### src/rtl/strassen_pkg.sv
// Shared encodings for the 2x2 Strassen sequencer: ALU opcodes, mux sources,
// controller states and the per-phase opcode words (alu_1 in the low bits).
package strassen_pkg;

  localparam int CNT_W = 4;

  localparam logic [2:0] ALU_ADD  = 3'd0;
  localparam logic [2:0] ALU_SUB  = 3'd1;
  localparam logic [2:0] ALU_MULT = 3'd2;

  localparam logic [1:0] SRC_OPND  = 2'd0;
  localparam logic [1:0] SRC_PRE   = 2'd1;
  localparam logic [1:0] SRC_MUL   = 2'd2;
  localparam logic [1:0] SRC_POST1 = 2'd3;

  localparam logic [CNT_W-1:0] LOAD_LAST  = 4'd8;
  localparam logic [CNT_W-1:0] WRITE_LAST = 4'd3;

  typedef enum logic [2:0] {
    S_IDLE  = 3'd0,
    S_LOAD  = 3'd1,
    S_PRE   = 3'd2,
    S_MUL   = 3'd3,
    S_POST1 = 3'd4,
    S_POST2 = 3'd5,
    S_WRITE = 3'd6,
    S_DONE  = 3'd7
  } state_t;

  // Listed alu_10 first so the concatenation lands alu_1 at [2:0].
  localparam logic [29:0] OPS_PRE = {ALU_ADD, ALU_SUB, ALU_ADD, ALU_SUB, ALU_ADD,
                                     ALU_ADD, ALU_SUB, ALU_ADD, ALU_ADD, ALU_SUB};
  localparam logic [29:0] OPS_MUL = {3'd0, 3'd0, 3'd0, ALU_MULT, ALU_MULT,
                                     ALU_MULT, ALU_MULT, ALU_MULT, ALU_MULT, ALU_MULT};
  localparam logic [29:0] OPS_POST1 = {3'd0, 3'd0, 3'd0, 3'd0, ALU_ADD,
                                       ALU_ADD, ALU_ADD, ALU_ADD, ALU_SUB, ALU_ADD};
  localparam logic [29:0] OPS_POST2 = {3'd0, 3'd0, 3'd0, 3'd0, 3'd0,
                                       ALU_SUB, 3'd0, 3'd0, 3'd0, ALU_ADD};

  function automatic logic [7:0] mux_all(input logic [1:0] src);
    return {4{src}};
  endfunction

endpackage

### src/rtl/strassen_addr_gen.sv
// Phase-local cycle counter plus base+offset address generator, shared by the
// operand reads and the result writes.
module strassen_addr_gen
  import strassen_pkg::*;
#(
  parameter int AW = 8
) (
  input  logic             clk,
  input  logic             rst,
  input  logic             clr,
  input  logic             wr,
  input  logic [AW-1:0]    a_base,
  input  logic [AW-1:0]    b_base,
  input  logic [AW-1:0]    c_base,
  output logic [AW-1:0]    mem_addr,
  output logic [CNT_W-1:0] idx
);

  logic [CNT_W-1:0] cnt_r;
  logic [AW-1:0]    base_s;
  logic [AW-1:0]    off_s;

  // Counter restarts at 0 on every phase entry.
  always_ff @(posedge clk) begin
    if (rst) begin
      cnt_r <= 4'd0;
    end else if (clr) begin
      cnt_r <= 4'd0;
    end else begin
      cnt_r <= cnt_r + 4'd1;
    end
  end

  // Reads 0..3 hit A and 4..7 hit B, so the offset is always the low two bits.
  always_comb begin
    base_s = a_base;
    if (wr) begin
      base_s = c_base;
    end else if (cnt_r[2]) begin
      base_s = b_base;
    end else begin
      base_s = a_base;
    end
    off_s    = AW'(cnt_r[1:0]);
    mem_addr = base_s + off_s;
    idx      = cnt_r;
  end

endmodule

### src/rtl/strassen_ctrl.sv
// Start-triggered sequencer for one 2x2 Strassen block multiply: operand load,
// pre-add, multiply, two post-add stages and result write-back.
module strassen_ctrl
  import strassen_pkg::*;
#(
  parameter int AW      = 8,
  parameter int MUL_LAT = 2
) (
  input  logic          clk,
  input  logic          rst,
  input  logic          start,
  input  logic [AW-1:0] a_base,
  input  logic [AW-1:0] b_base,
  input  logic [AW-1:0] c_base,
  output logic          busy,
  output logic          done,
  output logic [AW-1:0] mem_addr,
  output logic          mem_re,
  output logic          mem_we,
  output logic [1:0]    wr_sel,
  output logic          opnd_ld,
  output logic [2:0]    opnd_idx,
  output logic [29:0]   alu_op,
  output logic [7:0]    mux_sel,
  output logic [3:0]    cap
);

  localparam logic [CNT_W-1:0] MUL_LAST = CNT_W'(MUL_LAT - 1);

  state_t           state_r, state_s;
  logic [AW-1:0]    a_base_r, b_base_r, c_base_r;
  logic [AW-1:0]    gen_addr_s;
  logic [CNT_W-1:0] idx_s;
  logic             clr_s;
  logic             wr_phase_s;

  strassen_addr_gen #(.AW(AW)) u_addr_gen (
    .clk      (clk),
    .rst      (rst),
    .clr      (clr_s),
    .wr       (wr_phase_s),
    .a_base   (a_base_r),
    .b_base   (b_base_r),
    .c_base   (c_base_r),
    .mem_addr (gen_addr_s),
    .idx      (idx_s)
  );

  // State register and base capture on an accepted start.
  always_ff @(posedge clk) begin
    if (rst) begin
      state_r  <= S_IDLE;
      a_base_r <= '0;
      b_base_r <= '0;
      c_base_r <= '0;
    end else begin
      state_r <= state_s;
      if (state_r == S_IDLE && start) begin
        a_base_r <= a_base;
        b_base_r <= b_base;
        c_base_r <= c_base;
      end else begin
        a_base_r <= a_base_r;
        b_base_r <= b_base_r;
        c_base_r <= c_base_r;
      end
    end
  end

  // Next-state logic; the phase counter clears whenever a new phase begins.
  always_comb begin
    state_s = state_r;
    case (state_r)
      S_IDLE:  state_s = start ? S_LOAD : S_IDLE;
      S_LOAD:  state_s = (idx_s == LOAD_LAST) ? S_PRE : S_LOAD;
      S_PRE:   state_s = S_MUL;
      S_MUL:   state_s = (idx_s == MUL_LAST) ? S_POST1 : S_MUL;
      S_POST1: state_s = S_POST2;
      S_POST2: state_s = S_WRITE;
      S_WRITE: state_s = (idx_s == WRITE_LAST) ? S_DONE : S_WRITE;
      S_DONE:  state_s = S_IDLE;
      default: state_s = S_IDLE;
    endcase
    clr_s      = (state_s != state_r) || (state_r == S_IDLE);
    wr_phase_s = (state_r == S_WRITE);
  end

  // Output decode from state and phase counter only.
  always_comb begin
    busy     = (state_r != S_IDLE);
    done     = 1'b0;
    mem_addr = '0;
    mem_re   = 1'b0;
    mem_we   = 1'b0;
    wr_sel   = 2'd0;
    opnd_ld  = 1'b0;
    opnd_idx = 3'd0;
    alu_op   = 30'd0;
    mux_sel  = 8'd0;
    cap      = 4'b0000;
    case (state_r)
      S_LOAD: begin
        if (idx_s < LOAD_LAST) begin
          mem_re   = 1'b1;
          mem_addr = gen_addr_s;
        end else begin
          mem_re   = 1'b0;
          mem_addr = '0;
        end
        // Read data lags the strobe by one cycle, so the load index trails by one.
        if (idx_s != 4'd0) begin
          opnd_ld  = 1'b1;
          opnd_idx = 3'(idx_s - 4'd1);
        end else begin
          opnd_ld  = 1'b0;
          opnd_idx = 3'd0;
        end
      end
      S_PRE: begin
        alu_op  = OPS_PRE;
        mux_sel = mux_all(SRC_OPND);
        cap     = 4'b0001;
      end
      S_MUL: begin
        alu_op  = OPS_MUL;
        mux_sel = mux_all(SRC_PRE);
        cap     = (idx_s == MUL_LAST) ? 4'b0010 : 4'b0000;
      end
      S_POST1: begin
        alu_op  = OPS_POST1;
        mux_sel = mux_all(SRC_MUL);
        cap     = 4'b0100;
      end
      S_POST2: begin
        alu_op  = OPS_POST2;
        mux_sel = mux_all(SRC_POST1);
        cap     = 4'b1000;
      end
      S_WRITE: begin
        mem_we   = 1'b1;
        mem_addr = gen_addr_s;
        wr_sel   = idx_s[1:0];
      end
      S_DONE: begin
        done = 1'b1;
      end
      default: begin
        done = 1'b0;
      end
    endcase
  end

endmodule

### config.mk
export PLATFORM = sky130hd
export DESIGN_NAME = strassen_ctrl
export DESIGN_NICKNAME = d
export VERILOG_FILES = /design/src/rtl/strassen_pkg.sv /design/src/rtl/strassen_addr_gen.sv /design/src/rtl/strassen_ctrl.sv
export SDC_FILE = /design/constraint.sdc
export NUM_CORES = 1
export LEC_CHECK = 0
export BUFFER_PORTS_ARGS = -buffer_cell sky130_fd_sc_hd__buf_4
export CAP_MARGIN = 30
export CELL_PAD_IN_SITES_DETAIL_PLACEMENT = 1
export CELL_PAD_IN_SITES_GLOBAL_PLACEMENT = 1
export CORE_MARGIN = 2
export CORE_UTILIZATION = 28
export CTS_CLUSTER_DIAMETER = 120
export DETAILED_ROUTE_END_ITERATION = 10
export HOLD_SLACK_MARGIN = 0.15
export PLACE_DENSITY_LB_ADDON = 0.1
export REMOVE_ABC_BUFFERS = 1
export SYNTH_ARGS = -nofsm -noshare
export SYNTH_HDL_FRONTEND = slang
export SYNTH_SLANG_ARGS = --single-unit
### constraint.sdc
create_clock -name clk -period 2.54 [get_ports clk]
set_input_delay 0.254 -clock clk [delete_from_list [all_inputs] [get_ports clk]]
set_output_delay 0.254 -clock clk [all_outputs]
set_load 0.02 [all_outputs]
==> impl_metrics.tcl, run 1 <==
set metrics [dict create \
    coreArea_um2 7650 \
    drc 0 \
    numCtsBuffers 5 \
    finClkSkew_ns 0.0115 \
    cpMaxStageDelayCell "or3_4" \
    vias 1938 \
    drt_pass1_iterations 4 \
    p_per_area_nw_per_um2 431 \
    drt_iter0_drc 30 \
    ys_ff_latch 31 \
    hold_buffers 0 \
    holdPathStages 3 \
    yosys.area.top_type "dfxtp_1" \
    min-delay-start "b_base[7]" \
    syn_area_um2 2180 \
    nets 373 \
    clock_latency_ns 0.28 \
    synth_common_cells "nand2_1, buf_4, a21oi_1" \
    synth_most_common_cell "nand2_1" \
    dpl.hpwl_um 4250 \
    yosysUniqueCellTypes 48 \
    cpPeakStageDelay_ns 0.35 \
    maxCapViolations 0 \
    synthTopCellsByArea "dfxtp_1, buf_4, nand2_1, a21oi_1, mux2i_1" \
    ys_seq_area_share_pct 28.4 \
    layout_setup_ws_ns -0.0853 \
    critPathMaxFanout 5 \
    max_freq_mhz 381 \
    diodes 0 \
    relSlewSlack_pct 65.9 \
    rows 32 \
    port_buffers 69 \
    gr-usage-met2_pct 24.1 \
    rsz0062_at_grt "true" \
    required_ns 2.29 \
    grt_antenna_before_repair 0 \
    synth_cells 280 \
    cp.arrival_ns 2.37 \
    wl_per_cell_um 13.0 \
    cts_sinks 31 \
    tritoncts "built" \
    yosysTopAreaCellShare_pct 28.4 \
    die_y_um 92.3 \
    start_kind "flop" \
    fin_crit_ns 2.63 \
    hold_viol 0 \
    synth-edff-count 0 \
    top_usage_layer "met2" \
    cp_cell_sequence "nand3b_4 > buf_12 > o21a_1 > ha_1 > a21oi_2 > a211oi_4 > nand3_2 > or3_4 > nand2_4 > buf_6" \
    grtUsageMet3_pct 3.01 \
    async_reset_ff_share_pct 0 \
    grt_pass1_wl_um 9520 \
    clk_pin_slew_ns 0.07 \
    cellLeakagePower_nw 1.26 \
    gp_congestion 0.750 \
    start_util_pct 28.6 \
    vdd_drop_max_v 0.000281 \
    grtUsageMet1_pct 17.6 \
    floorplan.die_area_um2 8520 \
    grt_max_degree 31 \
    rrSetupSlack_ns 0.64 \
    via_per_inst 4.37 \
    ys.flop_type "dfxtp_1" \
    worstMarginPinSlew_ns 0.511 \
    timing.rr.start "u_addr_gen.idx[0]" \
    drive_gt1_share_pct 37.5 \
    violations "setup timing" \
    syn_area_per_cell_um2 7.80 \
    grt_usage_pct 14.0 \
    drt-total-wl_um 5760 \
    setup_tns_ns -0.111 \
    drtAntennaViolNets 0 \
    yosys_warnings 0 \
    grt_overflow 0 \
    end_kind "output pin" \
    die_w_um 92.3 \
    rr_worst_depth 8 \
    holdCritPathClass "in2reg" \
    holdPathEnd "b_base_r[7]" \
    final_cell_area_um2 2870 \
    status "finished, violations left" \
    setup_viol 3 \
    clock-root-buffer "clkbuf_8" \
    fin_crit_sh_pct 103 \
    path_class "reg2out" \
    first_global_vias 1922 \
    finalMaxSlewViolations 0 \
    clk_path_buf_depth 2 \
    ios 87 \
    area_delta_synth_final_pct 31.6 \
    h-tree-depth 2 \
    placed_area_um2 2620 \
    r2r-end "u_addr_gen.idx[0]" \
]
flip-flops by register name, indices dropped and copies added (netlist names):
name	count
c_base_r	8
b_base_r	8
u_addr_gen.idx	4
a_base_r	8
state_r	3
layout make-up:
class	count	area [µm²]
timing repair buffer	88	681
clock buffer	6	82.6
inverter	7	28.8
tap	102	128
clock inverter	2	35.0
fill	947	4770
multi-input combinational	207	1290
sequential	31	628
cells by family after synthesis:
logic type	Yosys count	synth area share (%)
AND/OR/NAND/NOR	116	27.5
buffers and inverters	58	17.5
AO/OA/AOI/OAI	50	14.6
flip-flops	31	28.4
multiplexers	10	4.87
XOR/XNOR	8	3.21
adder cells (fa/ha/maj)	6	3.78
other	1	0.172
report_power, final:
part	total, mW	internal (mW)	switching (mW)
Clock	0.501	0.317	0.184
Sequential	0.530	0.512	0.0184
Combinational	0.208	0.0839	0.124
cells in the final DEF (no fill, tap or decap), types with 2 or more instances in the layout:
cell      instances
buf_4            85
nand2_1          57
a21oi_1          32
dfxtp_1          27
nor2_1           18
conb_1           17
nor2b_1           7
mux2i_1           7
clkbuf_8          6
nand3_1           5
xor2_1            5
and2_1            4
inv_1             4
ha_1              4
nand3b_4          3
xnor2_1           3
o21ai_0           3
dfxtp_2           3
nor3b_1           2
o21a_1            2
nand3b_1          2
inv_2             2
mux2_2            2
a21oi_2           2
o211ai_1          2
o21ai_1           2
nor3_2            2
a211oi_2          2
buf_6             2
worst max path at each step:
stage,from,end
after floorplan,state_r[1],mux_sel[0]
after global routing,state_r[0],mem_addr[5]
final,state_r[0],mem_addr[5]
after detailed placement,state_r[0],mem_addr[4]
after CTS,state_r[0],mem_addr[4]
after global placement,state_r[0],mem_addr[4]
stage by stage:
step                hold WS (ns)  power (mW)  setup slack (ns)  util [%]  cells
floorplan                  0.319       0.660            -0.927         -    245
global placement           0.447       0.747            0.0222      34.3    428
detailed placement         0.448       0.750           -0.0149      34.3    428
CTS                        0.210        1.26            -0.111      36.6    439
global route               0.210        1.31            -0.208      37.6    443
finish                     0.213        1.24           -0.0853      37.6    443
critical path, delay by kind of cell (launching register included):
kind                       cells  cell delay, ns
and+or+nand+nor                4            0.72
AOI/OAI and AO/OA              3            0.53
DFF                            1            0.32
adders and majority gates      1            0.29
buffers and inverters          2            0.25
routing by layer:
layer	part of all wire, %	up-vias	wire, µm
li1	-	994	-
met1	46	903	2660
met2	49	37	2850
met3	3.4	4	197
met4	0.83	0	48
met5	0	-	0
repair_timing:
item	CTS	global route
buffers inserted	3	4
gates cloned	0	0
pin swaps	12	6
gates resized for setup	14	11
endpoints found under the hold margin	0	0
endpoints found under the setup margin	4	6
Power figures use the tool's default switching activity.
==> run 2: changes to the inputs <==
SYNTH_HIERARCHICAL = 1   (was not set)
==> run 2 against run 1 <==
  * Setup slack lost 0.033 ns
  * Global-route usage shrank 0.91 points
  * Area after synthesis shrank 7.2%
  * Highest routed layer unchanged
  * The run still ends with setup timing left
==> impl_metrics.tcl, run 2 <==
set metrics [dict create \
    status "finished, violations left" \
    violations "setup timing" \
    die_w_um 89.1 \
    clk_path_buf_depth 2 \
    path_class "reg2out" \
    max_freq_mhz 376 \
    ys_ff_latch 31 \
    synth_compound_area_share_pct 11.4 \
    p_total_mw 1.32 \
    final_common_cell "buf_4" \
    utilization_pct 38.7 \
    hold_viol 0 \
    synth_most_common_cell "nand2_1" \
    mostFrequentLayoutCells "buf_4, nand2_1, dfxtp_1" \
    end_kind "output pin" \
    via_per_inst 4.33 \
    drt-total-wl_um 5150 \
    cp.arrival_ns 2.40 \
    start_util_pct 28.4 \
    area_delta_synth_final_pct 36.2 \
    rsz0062_at_grt "true" \
    synth-edff-count 0 \
    tritoncts "built" \
    syn_area_per_cell_um2 7.83 \
    finClkSkew_ns 0.00687 \
    cellLeakagePower_nw 1.21 \
    p_per_area_nw_per_um2 480 \
    coreArea_um2 7140 \
    dpl.hpwl_um 3830 \
    finalMaxSlewViolations 0 \
    vias 1808 \
    grt_antenna_before_repair 0 \
    setup_tns_ns -0.430 \
    synth.area.mux_share_pct 6.60 \
    yosys_warnings 6 \
    port_buffers 69 \
    yosysUniqueCellTypes 49 \
    holdCritPathClass "in2reg" \
    timing.rr.start "u_addr_gen/idx[0]" \
    async_reset_ff_share_pct 0 \
    pre_cts_slack_ns -0.0165 \
    synthTopCellsByArea "dfxtp_1, buf_4, nand2_1, a21oi_1, mux2i_1" \
    synthAdderAreaFrac_pct 2.84 \
    rr_worst_depth 5 \
    holdWs_ns 0.219 \
    required_ns 2.29 \
    gp_congestion 0.736 \
    drt_pass1_iterations 4 \
    clk_pin_slew_ns 0.07 \
    synth_xor_area_share_pct 3.46 \
    grt_usage_pct 13.1 \
    setup_viol 5 \
    grt_overflow 0 \
    fin_crit_sh_pct 105 \
    cts_sinks 31 \
    diodes 0 \
    fin_crit_ns 2.66 \
    r2r-end "u_addr_gen/idx[2]" \
    clock-root-buffer "clkbuf_8" \
    grt_max_degree 32 \
    ios 87 \
    ys_seq_area_share_pct 30.6 \
    syn_area_um2 2030 \
    rrSetupSlack_ns 0.58 \
    drc 0 \
    drt_iter0_drc 41 \
    ys.flop_type "dfxtp_1" \
    clock_latency_ns 0.28 \
    layout_setup_ws_ns -0.119 \
    start_kind "flop" \
    vdd_drop_max_v 0.000243 \
    synth_top_family_by_area "simple AND/OR/NAND/NOR gates" \
    yosysTopAreaCellShare_pct 30.6 \
    wl_per_cell_um 12.3 \
    synth_simple_gate_area_share_pct 27.2 \
    floorplan.die_area_um2 7940 \
    synth_common_cells "nand2_1, buf_4, dfxtp_1" \
    critPathMaxFanout 7 \
    holdPathStages 3 \
    worstMarginPinSlew_ns 0.833 \
    die_y_um 89.1 \
    reg_top3 "a_base_r x8, b_base_r x8, c_base_r x8" \
    relSlewSlack_pct 44.5 \
    holdPathEnd "a_base_r[5]" \
    maxCapViolations 0 \
    rows 31 \
    nets 349 \
    drtAntennaViolNets 0 \
    h-tree-depth 2 \
    synth_cells 259 \
    grt_pass1_wl_um 8220 \
    numCtsBuffers 5 \
    drive_gt1_share_pct 38.2 \
    min-delay-start "a_base[5]" \
    yosys.area.top_type "dfxtp_1" \
    first_global_vias 1704 \
]
==> run 2: cell count changes after synthesis, sizes merged, moves of 4 or more <==
cell    before  now
a211oi       4    0
buf         45   41
nand3        6    2
nand3b       5    0
a21oi       34   29
nor3         3    7
nor2        19    8
==> run 2: what timing repair did <==
action	CTS	global route
setup endpoints to repair	6	7
hold buffers	0	0
gates resized for setup	11	15
setup buffers	2	2
pin swaps	6	3
==> run 2: worst max path at each step <==
| stage | start | to | slack, ns | cells after the start |
|---|---|---|---|---|
| floorplan | state_r[1] | u_addr_gen/idx[1] | -0.69 | 4 |
| global placement | state_r[0] | mem_addr[6] | 0.05 | 11 |
| detailed placement | state_r[0] | mem_addr[6] | -0.02 | 11 |
| CTS | state_r[0] | mem_addr[6] | -0.10 | 11 |
| global route | state_r[0] | mem_addr[7] | -0.29 | 10 |
| finish | state_r[0] | mem_addr[7] | -0.12 | 10 |
==> run 2: kinds of logic (layout without fill, tap and decap cells) <==
family | Yosys count | count (layout)
AND/OR/NAND/NOR | 105 | 105
buffers and inverters | 57 | 101
AO/OA/AOI/OAI | 42 | 42
flip-flops | 31 | 31
multiplexers | 11 | 11
XOR/XNOR | 8 | 8
adder cells (fa/ha/maj) | 4 | 4
other | 1 | 17
==> run 2: critical path, stage by stage (launching register included) <==
cell	delay, ns
dfxtp_2	0.32
and3b_2	0.32
o21a_1	0.22
inv_2	0.06
ha_4	0.26
a21oi_2	0.07
nor4_4	0.28
nand3_2	0.12
xnor2_2	0.15
nor2b_2	0.17
buf_6	0.16
==> run 2: power by group <==
part,internal [mW],leakage [nW],switching [mW]
Clock,0.392,0.0654,0.181
Combinational,0.0933,0.890,0.129
Sequential,0.514,0.255,0.0149
Total,1.00,1.21,0.325
==> run 2: area by class of cell <==
| type | instances | area [µm²] |
|---|---|---|
| Fill cell | 892 | 4380 |
| Inverter | 7 | 26.3 |
| Multi-Input combinational cell | 187 | 1190 |
| Sequential cell | 31 | 623 |
| Timing Repair Buffer | 86 | 661 |
| Tap cell | 99 | 124 |
| Clock inverter | 2 | 60.1 |
| Clock buffer | 6 | 72.6 |
==> run 2: routing by layer <==
metal	wire length [µm]	GRT usage, %	vias up
met4	26	2.44	0
met2	2450	22.2	54
met3	295	2.86	2
met5	0	0	-
met1	2370	17.2	833
li1	-	-	919
==> run 2: per-stage QoR <==
step / cell area, µm² / std cells
floorplan: 1750 / 225
global placement: 2500 / 406
detailed placement: 2500 / 406
CTS: 2680 / 416
global route: 2760 / 418
finish: 2760 / 418
